<file path="src/rtl/vga_sync_gen.sv">
// VGA 640x480 timing generator: column/row counters, sync pulses, active flag,
// line/frame strobes, pipeline-delayed sync/active and RGB blanking.
module vga_sync_gen #(
    parameter int unsigned TOTAL_COLS    = 800,
    parameter int unsigned TOTAL_ROWS    = 525,
    parameter int unsigned ACTIVE_COLS   = 640,
    parameter int unsigned ACTIVE_ROWS   = 480,
    parameter int unsigned H_FRONT_PORCH = 16,
    parameter int unsigned H_SYNC_WIDTH  = 96,
    parameter int unsigned V_FRONT_PORCH = 10,
    parameter int unsigned V_SYNC_WIDTH  = 2,
    parameter bit          SYNC_ACTIVE   = 1'b0,
    parameter int unsigned PIPE_DELAY    = 2
) (
    input  logic       i_Clk,
    input  logic       i_Rst_L,
    input  logic       i_Enable,
    input  logic [3:0] i_Red_Video,
    input  logic [3:0] i_Grn_Video,
    input  logic [3:0] i_Blu_Video,
    output logic [9:0] o_Col_Count,
    output logic [9:0] o_Row_Count,
    output logic       o_HSync,
    output logic       o_VSync,
    output logic       o_Active,
    output logic       o_Line_Start,
    output logic       o_Frame_Start,
    output logic [7:0] o_Frame_Count,
    output logic       o_HSync_D,
    output logic       o_VSync_D,
    output logic       o_Active_D,
    output logic [3:0] o_Red_Video,
    output logic [3:0] o_Grn_Video,
    output logic [3:0] o_Blu_Video
);

    localparam logic [9:0]  COL_LAST = 10'(TOTAL_COLS - 1);
    localparam logic [9:0]  ROW_LAST = 10'(TOTAL_ROWS - 1);
    // 11-bit bounds so a sync window ending at 1024 does not wrap
    localparam logic [10:0] ACT_COLS = 11'(ACTIVE_COLS);
    localparam logic [10:0] ACT_ROWS = 11'(ACTIVE_ROWS);
    localparam logic [10:0] HS_START = 11'(ACTIVE_COLS + H_FRONT_PORCH);
    localparam logic [10:0] HS_STOP  = 11'(ACTIVE_COLS + H_FRONT_PORCH + H_SYNC_WIDTH);
    localparam logic [10:0] VS_START = 11'(ACTIVE_ROWS + V_FRONT_PORCH);
    localparam logic [10:0] VS_STOP  = 11'(ACTIVE_ROWS + V_FRONT_PORCH + V_SYNC_WIDTH);

    typedef enum logic {
        IDLE,
        RUN
    } state_t;

    state_t     state_q;
    logic [9:0] col_nxt;
    logic [9:0] row_nxt;
    logic [7:0] frame_nxt;
    logic       hsync_nxt;
    logic       vsync_nxt;
    logic       active_nxt;
    logic [2:0] dly_q [PIPE_DELAY];

    always_comb begin
        col_nxt   = o_Col_Count;
        row_nxt   = o_Row_Count;
        frame_nxt = o_Frame_Count;
        if (state_q == IDLE) begin
            col_nxt = '0;
            row_nxt = '0;
        end else if (o_Col_Count == COL_LAST) begin
            col_nxt = '0;
            if (o_Row_Count == ROW_LAST) begin
                row_nxt   = '0;
                frame_nxt = o_Frame_Count + 8'd1;
            end else begin
                row_nxt = o_Row_Count + 10'd1;
            end
        end else begin
            col_nxt = o_Col_Count + 10'd1;
        end

        hsync_nxt  = ({1'b0, col_nxt} >= HS_START && {1'b0, col_nxt} < HS_STOP)
                     ? SYNC_ACTIVE : ~SYNC_ACTIVE;
        vsync_nxt  = ({1'b0, row_nxt} >= VS_START && {1'b0, row_nxt} < VS_STOP)
                     ? SYNC_ACTIVE : ~SYNC_ACTIVE;
        active_nxt = ({1'b0, col_nxt} < ACT_COLS) && ({1'b0, row_nxt} < ACT_ROWS);
    end

    always_ff @(posedge i_Clk or negedge i_Rst_L) begin
        if (!i_Rst_L) begin
            state_q       <= IDLE;
            o_Col_Count   <= '0;
            o_Row_Count   <= '0;
            o_HSync       <= ~SYNC_ACTIVE;
            o_VSync       <= ~SYNC_ACTIVE;
            o_Active      <= 1'b0;
            o_Line_Start  <= 1'b0;
            o_Frame_Start <= 1'b0;
            o_Frame_Count <= '0;
            for (int unsigned i = 0; i < PIPE_DELAY; i++) begin
                dly_q[i] <= '0;
            end
        end else if (i_Enable) begin
            state_q       <= RUN;
            o_Col_Count   <= col_nxt;
            o_Row_Count   <= row_nxt;
            o_HSync       <= hsync_nxt;
            o_VSync       <= vsync_nxt;
            o_Active      <= active_nxt;
            o_Line_Start  <= (col_nxt == '0);
            o_Frame_Start <= (col_nxt == '0) && (row_nxt == '0);
            o_Frame_Count <= frame_nxt;
            // Stage 0 captures the pre-edge flags, so the tap is PIPE_DELAY edges old
            dly_q[0] <= {o_HSync, o_VSync, o_Active};
            for (int unsigned i = 1; i < PIPE_DELAY; i++) begin
                dly_q[i] <= dly_q[i-1];
            end
        end else begin
            o_Line_Start  <= 1'b0;
            o_Frame_Start <= 1'b0;
        end
    end

    assign o_HSync_D  = dly_q[PIPE_DELAY-1][2];
    assign o_VSync_D  = dly_q[PIPE_DELAY-1][1];
    assign o_Active_D = dly_q[PIPE_DELAY-1][0];

    assign o_Red_Video = o_Active_D ? i_Red_Video : '0;
    assign o_Grn_Video = o_Active_D ? i_Grn_Video : '0;
    assign o_Blu_Video = o_Active_D ? i_Blu_Video : '0;

endmodule

</file>
<file path="config.mk">
export PLATFORM = sky130hd
export DESIGN_NAME = vga_sync_gen
export DESIGN_NICKNAME = d
export VERILOG_FILES = /design/src/rtl/vga_sync_gen.sv
export SDC_FILE = /design/constraint.sdc
export NUM_CORES = 1
export LEC_CHECK = 0
export ABC_AREA = 1
export BUFFER_PORTS_ARGS = -buffer_cell sky130_fd_sc_hd__clkbuf_2
export CAP_MARGIN = 40
export CORE_MARGIN = 2
export CORE_UTILIZATION = 35
export CTS_BUF_LIST = sky130_fd_sc_hd__clkbuf_16
export DETAILED_ROUTE_END_ITERATION = 6
export PLACE_DENSITY_LB_ADDON = 0.05
export SLEW_MARGIN = 0
export SYNTH_ARGS = -nofsm -noshare
export SYNTH_HDL_FRONTEND = slang
export SYNTH_SLANG_ARGS = --single-unit
</file>
<file path="constraint.sdc">
create_clock -name i_Clk -period 2.06 [get_ports i_Clk]
set_input_delay 0 -clock i_Clk [delete_from_list [all_inputs] [get_ports i_Clk]]
set_output_delay 0 -clock i_Clk [all_outputs]
set_load 0.05 [all_outputs]
</file>
==> out/metrics.cfg, run 1 <==
[status]
run_status = finished, final reports clean

[worst_hold_path]
min_delay_worst_endpoint = o_Col_Count[8]
hold_path.class = input port to flop
hold_depth = 2
worst_hold_startpoint = i_Enable

[sta]
slew-limit-headroom_pct = 47.4
slew_viol_final = 0
final_hold_viol_count = 0
final-setup-viol-count = 0
period_utilization_post_route_pct = 91.3
worstMarginPinSlew_ns = 0.789
fmax_mhz = 532
skew_ns = 0.00845
post-route-min-period_ns = 1.88

[die]
core-area_sq_um = 6790
chipHeight_microns = 87.7
fp.dieArea_sq_um = 7700
initial_utilization_pct = 36.1
chipWidth_microns = 87.7
num_rows = 30
top_level_ports = 63

[drt]
initialDrtViolationCount = 124
met2_length_mm = 2.85
wl_met3_microns = 311
wirelength_routed_mm = 6.25
wirelength_met1_mm = 2.99
wl_per_cell_microns = 12.0
drt.antenna.violating_nets = 0
drt-vias-per-instance = 4.56
routed.top_layer = met4
first_pass_iters = 4
route.vias.total = 2384
drt_drc_violations_left = 0

[synth]
yosys.area_share.adder_pct = 2.04
synth_most_common_cell = sky130_fd_sc_hd__nand2_1
number_of_enable_type_register_cells_in_the_synthesized_netlist = 0
synth.yosys.warnings = 0
yosys.area.top_type_share_pct = 38.8
synth_area_leaders = sky130_fd_sc_hd__dfrtp_1 39%, sky130_fd_sc_hd__nand2_1 19%, sky130_fd_sc_hd__inv_1 6.7%
synth_top_flop_cell = sky130_fd_sc_hd__dfrtp_1
synthArstFlopShare_pct = 100
ys_ff_latch = 40
syn-instance-count = 348
post_synth.cell_area_avg_sq_um = 7.05
synth_compound_gate_area_share_pct = 6.48
synth.area.mux_share_pct = 0.459
post_synth_and_or_nand_nor_area_fraction_pct = 37.6
post_synth_xor_area_fraction_pct = 3.57
synth_commonest_cells = 126 x sky130_fd_sc_hd__nand2_1, 44 x sky130_fd_sc_hd__inv_1, 38 x sky130_fd_sc_hd__dfrtp_1, 30 x sky130_fd_sc_hd__nor2_1, 26 x sky130_fd_sc_hd__nand3_1
synth.yosys.seq_area_share_pct = 40.9
synth_top_cell_by_area = sky130_fd_sc_hd__dfrtp_1
yosys.cell_types.count = 33
main_combinational_cell_family_by_area_after_synthesis = simple AND/OR/NAND/NOR gates
mappedNetlistArea_sq_um = 2450
synth_fp_nets = 367

[setup_path]
critPathArrivalTime_ns = 2.05
worst_setup_sp_type = flop
endpoint_kind = flop
rr_endpoint = o_Frame_Count[7]
critical_path.max_fanout = 5
regToRegStartpoint = o_Col_Count[0]
critical_path.cell_chain = ha_2 -> nand2_2 -> nor2_4 -> inv_2 -> nor2_8 -> nand3_2 -> nor2_4 -> nand2_2 -> nor2_2 -> nand3_1 -> xnor2_1
worst-endpoint-required_ns = 2.22
critPathMaxStageDelay_ns = 0.38
worstSetupPathType = flop to flop
reg2regPathDepth = 11
setup_slack_of_the_worst_register_to_register_path_ns = 0.18
critical-path-slowest-cell = sky130_fd_sc_hd__dfrtp_2

[clock_tree]
cts_num_sinks = 40
clk_latency_ns = 0.28
cts_made_buffers = 5
cts_tree = yes
clk_pin_slew_ns = 0.06
clock_tree.htree_level_count = 2
root_buffer_selected_by_cts = sky130_fd_sc_hd__clkbuf_16
clock_tree.buffer_depth = 2

[power_and_ir_drop]
p_per_area_nw_per_um2 = 841
power.ir.vdd_worst_mv = 0.546
p_leak_nw = 1.85
total_power_mw = 2.66

[place]
gp_congestion = 0.912
buffer_ports.inserted = 62
dp.final_hpwl_mm = 4.75
dpl_cells = 509

[layout]
final_core_util_pct = 46.6
final_layout_size_suffix_gt1_share_pct = 27.2
area_delta_synth_final_pct = 29.0
final_net_count = 446
final_cells = 523
antenna-diode-count = 0

[grt]
antenna_found_initial = 0
grt_first_pass_wirelength_mm = 10.4
largest_net_degree_at_the_start_of_global_routing = 34
grt_pass1_vias = 2180
globalRouteOverflowTotal = 0
grtUsageTotal_pct = 17.4

[job]
cap_violations = 0

## layer usage
layer  vias up  GRT usage [%]
li1       1242              -
met1      1071           23.5
met2        63           28.3
met3         8           3.02
met4         0           6.01
met5         -              0
## through the flow
| step | hold slack (ns) | TNS [ns] | worst slack [ns] | cell area [sq um] |
|---|---|---|---|---|
| after global placement | 0.130 | 0 | 0.105 | 2940 |
| final | 0.0787 | 0 | 0.179 | 3160 |
| after floorplan | -0.296 | 0 | 0.0617 | 2460 |
| after global routing | 0.115 | -0.00178 | -0.00178 | 3160 |
| after CTS | 0.0833 | 0 | 0.0658 | 3080 |
| after detailed placement | 0.126 | 0 | 0.0983 | 2940 |
## cells in the final DEF (no fill, tap or decap), types with 2 or more instances in the layout
cell,synthesis,final
sky130_fd_sc_hd__nand2_1,126,125
sky130_fd_sc_hd__clkbuf_2,0,62
sky130_fd_sc_hd__inv_1,44,44
sky130_fd_sc_hd__dfrtp_1,38,36
sky130_fd_sc_hd__nor2_1,30,27
sky130_fd_sc_hd__nand3_1,26,26
sky130_fd_sc_hd__o21ai_0,20,20
sky130_fd_sc_hd__buf_4,0,18
sky130_fd_sc_hd__nor2_4,3,6
sky130_fd_sc_hd__xor2_1,6,6
sky130_fd_sc_hd__nor2_2,4,5
sky130_fd_sc_hd__nand4_1,5,5
sky130_fd_sc_hd__a21oi_1,5,5
sky130_fd_sc_hd__clkbuf_16,0,5
sky130_fd_sc_hd__nand2_2,3,4
sky130_fd_sc_hd__xnor2_1,4,4
sky130_fd_sc_hd__nand3_2,3,3
sky130_fd_sc_hd__ha_1,4,3
sky130_fd_sc_hd__a31oi_1,2,2
sky130_fd_sc_hd__dfrtp_2,0,2
sky130_fd_sc_hd__dfstp_2,2,2
## worst max-delay path, delay by kind of cell, from the launching register on
kind	cells	cell delay (ns)
flops	1	0.38
buf+inv	1	0.11
simple gates	8	0.96
xor+xnor	1	0.13
fa+ha+maj	1	0.19
## how the worst max path moves through the flow
stage | start | end | slack, ns | cells past startpoint
after floorplan | o_Col_Count[9] | o_Frame_Count[7] | 0.06 | 10
after global placement | o_Col_Count[0] | o_Frame_Count[7] | 0.11 | 11
after detailed placement | o_Col_Count[0] | o_Frame_Start | 0.1 | 13
after CTS | o_Col_Count[0] | o_Frame_Start | 0.07 | 13
after global routing | o_Col_Count[0] | o_Frame_Start | -0.002 | 13
final | o_Col_Count[0] | o_Frame_Count[7] | 0.18 | 11
## cell families (layout without fill, tap and decap cells)
| kind of cell | count (synthesis) | in the layout |
|---|---|---|
| AOI/OAI and AO/OA | 30 | 30 |
| muxes | 1 | 1 |
| DFF | 40 | 40 |
| and+or+nand+nor | 207 | 208 |
| buffers and inverters | 56 | 134 |
| xor gates and xnor gates | 10 | 10 |
| adders and majority gates | 4 | 4 |
## final cells by class
| type | instances | area [sq um] |
|---|---|---|
| multi-input combinational | 253 | 1270 |
| timing repair buffer | 81 | 455 |
| sequential | 40 | 1010 |
| clock buffer | 5 | 125 |
| fill | 695 | 3630 |
| clock inverter | 2 | 12.5 |
| inverter | 46 | 173 |
| tap | 96 | 120 |
## timing repair
action                                  CTS  global route
resized for setup                         0             8
endpoints found under the hold margin    27             0
endpoints found under the setup margin    0             8
buffers inserted                          0             5
hold buffers                              1             0
## flip-flops by register name (all words and copies together) (netlist names)
signal	flops
o_Line_Start	1
o_HSync	1
o_Col_Count	10
state_q	1
o_Row_Count	10
o_Active	1
o_HSync_D	1
o_VSync_D	1
o_Frame_Count	8
dly_q	3
o_VSync	1
o_Active_D	1
o_Frame_Start	1
## power breakdown
group | total [mW] | switching, mW | internal (mW)
Clock | 0.730 | 0.291 | 0.439
Combinational | 0.946 | 0.679 | 0.267
Sequential | 0.986 | 0.108 | 0.878
Note: power is estimated with default switching activity, not from simulation.
==> inputs of run 2 (changes only) <==
--- a/config.mk
+++ b/config.mk
@@ -6,14 +6,12 @@
 export NUM_CORES = 1
 export LEC_CHECK = 0
 export ABC_AREA = 1
-export BUFFER_PORTS_ARGS = -buffer_cell sky130_fd_sc_hd__clkbuf_2
 export CAP_MARGIN = 40
-export CORE_MARGIN = 2
 export CORE_UTILIZATION = 35
 export CTS_BUF_LIST = sky130_fd_sc_hd__clkbuf_16
 export DETAILED_ROUTE_END_ITERATION = 6
+export DONT_BUFFER_PORTS = 1
 export PLACE_DENSITY_LB_ADDON = 0.05
-export SLEW_MARGIN = 0
 export SYNTH_ARGS = -nofsm -noshare
 export SYNTH_HDL_FRONTEND = slang
 export SYNTH_SLANG_ARGS = --single-unit
==> out/metrics.cfg, run 2 (same netlist as run 1, synthesis figures left out) <==
[sta]
unrepaired_setup_endpoints_after_global_routing = no
period_utilization_post_route_pct = 90.8  ; was 91.3%
slew-limit-headroom_pct = 52.2  ; was 47.4%
skew_ns = 0.00198  ; was 0.00845 ns
slew_viol_final = 0  ; unchanged
final-setup-viol-count = 0  ; unchanged
worstMarginPinSlew_ns = 0.715  ; was 0.789 ns
fmax_mhz = 535  ; was 532 MHz
post-route-min-period_ns = 1.87  ; was 1.88 ns
final_critical_path_setup_slack_ns = 0.190  ; was 0.179 ns
final_hold_viol_count = 0  ; unchanged

[drt]
wl_per_cell_microns = 13.2  ; was 12.0 microns
drt-vias-per-instance = 4.78  ; was 4.56
first_pass_iters = 4  ; unchanged
drt_drc_violations_left = 0  ; unchanged
wirelength_routed_mm = 6.32  ; was 6.25 mm
route.vias.total = 2283  ; was 2384
initialDrtViolationCount = 135  ; was 124
drt.antenna.violating_nets = 0  ; unchanged

[setup_path]
endpoint_kind = flop  ; unchanged
worst_setup_sp_type = flop  ; unchanged
critPathArrivalTime_ns = 2.08  ; was 2.05 ns
setup_slack_of_the_worst_register_to_register_path_ns = 0.19  ; was 0.18 ns
worstSetupPathType = flop to flop  ; unchanged
worst-endpoint-required_ns = 2.27  ; was 2.22 ns
critical_path.max_fanout = 5  ; unchanged
critical-path-slowest-cell = sky130_fd_sc_hd__dfrtp_2  ; unchanged
critPathMaxStageDelay_ns = 0.44  ; was 0.38 ns
reg2regPathDepth = 12  ; was 11
critical_path.cell_chain = inv_1 -> ha_2 -> nand2_1 -> nor2_2 -> nand3_2 -> nand2_2 -> nand2_2 -> nand3_1 -> nand2_1 -> nor2_1 -> nand3_1 -> nor2_1  ; was ha_2 -> nand2_2 -> nor2_4 -> inv_2 -> nor2_8 -> nand3_2 -> nor2_4 -> nand2_2 -> nor2_2 -> nand3_1 -> xnor2_1

[clock_tree]
root_buffer_selected_by_cts = sky130_fd_sc_hd__clkbuf_16  ; unchanged
clk_pin_slew_ns = 0.06  ; about the same
cts_num_sinks = 40  ; unchanged
cts_tree = yes  ; unchanged
clk_latency_ns = 0.28  ; about the same
cts_made_buffers = 5  ; unchanged
clock_tree.buffer_depth = 2  ; unchanged
clock_tree.htree_level_count = 2  ; unchanged

[grt]
globalRouteOverflowTotal = 0  ; unchanged
grtUsageTotal_pct = 18.3  ; was 17.4%
antenna_found_initial = 0  ; unchanged
grt_first_pass_wirelength_mm = 10.5  ; was 10.4 mm
grt_pass1_vias = 2189  ; was 2180
largest_net_degree_at_the_start_of_global_routing = 41  ; was 34

[die]
num_rows = 30  ; unchanged
core-area_sq_um = 6790  ; unchanged
chipHeight_microns = 85.7  ; was 87.7 microns
initial_utilization_pct = 36.1  ; unchanged
fp.dieArea_sq_um = 7350  ; was 7700 sq um
top_level_ports = 63  ; unchanged
chipWidth_microns = 85.7  ; was 87.7 microns

[place]
place_ws_ns = -0.0435  ; was 0.0983 ns
dp.final_hpwl_mm = 4.55  ; was 4.75 mm
gp_congestion = 0.821  ; was 0.912
dpl_cell_area_sq_um = 2750  ; was 2940 sq um
buffer_ports.inserted = 0  ; was 62

[job]
cap_violations = 0  ; unchanged

[worst_hold_path]
hold_path.class = input port to flop  ; unchanged
hold_depth = 2  ; unchanged

[layout]
stdcell_area_sq_um = 3010  ; was 3160 sq um
area_delta_synth_final_pct = 22.8  ; was 29.0%
layout_top_registers = o_Col_Count: 10 flops, o_Row_Count: 10 flops, o_Frame_Count: 8 flops  ; unchanged
mostFrequentLayoutCell = sky130_fd_sc_hd__nand2_1  ; unchanged
final_net_count = 401  ; was 446
layout.cells.most_common_list = 124 x sky130_fd_sc_hd__nand2_1, 44 x sky130_fd_sc_hd__inv_1, 34 x sky130_fd_sc_hd__dfrtp_1  ; was 125 x sky130_fd_sc_hd__nand2_1, 62 x sky130_fd_sc_hd__clkbuf_2, 44 x sky130_fd_sc_hd__inv_1
antenna-diode-count = 0  ; unchanged
final_layout_size_suffix_gt1_share_pct = 19.6  ; was 27.2%

[power_and_ir_drop]
total_power_mw = 2.70  ; was 2.66 mW
p_per_area_nw_per_um2 = 896  ; was 841 nW/um^2
p_leak_nw = 1.66  ; was 1.85 nW
power.ir.vdd_worst_mv = 0.495  ; was 0.546 mV

[status]
run_status = finished, final reports clean  ; unchanged

==> run 2: cell types whose count changed in the layout (fill, tap and decap cells not counted), moves of 2 or more <==
cell                            previous run  this run
sky130_fd_sc_hd__nand3_1                  26        24
sky130_fd_sc_hd__dlygate4sd3_1             1         3
sky130_fd_sc_hd__nor2_4                    6         4
sky130_fd_sc_hd__nand3_2                   3         5
sky130_fd_sc_hd__clkbuf_2                 62         0
sky130_fd_sc_hd__buf_12                    0         2
sky130_fd_sc_hd__dfrtp_2                   2         4
sky130_fd_sc_hd__dfrtp_1                  36        34
sky130_fd_sc_hd__buf_4                    18        32
==> run 2: worst paths after layout <==
check,endpoint,from
worst min-delay path,state_q,i_Enable
max in group asynchronous,o_HSync,i_Rst_L
min in group asynchronous,o_Row_Count[1],i_Rst_L
worst max register to register,o_Frame_Start,o_Row_Count[0]
worst max-delay path,o_Frame_Start,o_Row_Count[0]
worst min register to register,dly_q[5],dly_q[5]
==> run 2: what timing repair did <==
item | 4_1_cts | 5_1_grt
hold buffers | 4 | 0
hold endpoints to repair | 56 | 0
endpoints found under the setup margin | 2 | 6
gates cloned | 0 | 0
gates resized for setup | 2 | 10
buffers inserted | 0 | 3
pin swaps | 0 | 2
==> run 2: final cells by class <==
type,instances,area [sq um]
clock buffers,5,125
clock inverters,2,12.5
fillers,716,3780
inverters,46,173
multi-input cells,252,1260
flip-flops and latches,40,1010
well taps,96,120
repair buffers,37,310
==> run 2: worst max-delay path: cells and delay by family (launching register included) <==
| family | cells | cell delay, ns |
|---|---|---|
| flip-flops | 1 | 0.44 |
| adder cells (fa/ha/maj) | 1 | 0.20 |
| buffers and inverters | 1 | 0.09 |
| AND/OR/NAND/NOR | 10 | 1.06 |
==> run 2: power by group <==
part	internal (mW)	total, mW	switching, mW
Clock	0.440	0.750	0.310
Combinational	0.288	0.981	0.693
Sequential	0.878	0.970	0.0913
==> run 2: metrics by stage <==
stage,TNS [ns],std cells,utilization [%],hold slack [ns]
floorplan,0,348,-,-0.296
global placement,-0.0525,464,40.5,-0.295
detailed placement,-0.0435,464,40.5,-0.295
CTS,0,475,43.4,0.188
global route,0,478,44.3,0.241
finish,0,478,44.3,0.172
==> run 2: per-layer routing <==
metal  routed length (microns)  track usage [%]
met1                      2970             23.6
met2                      3020             31.2
met3                       259             3.95
met5                         0                0
met4                        69             4.85
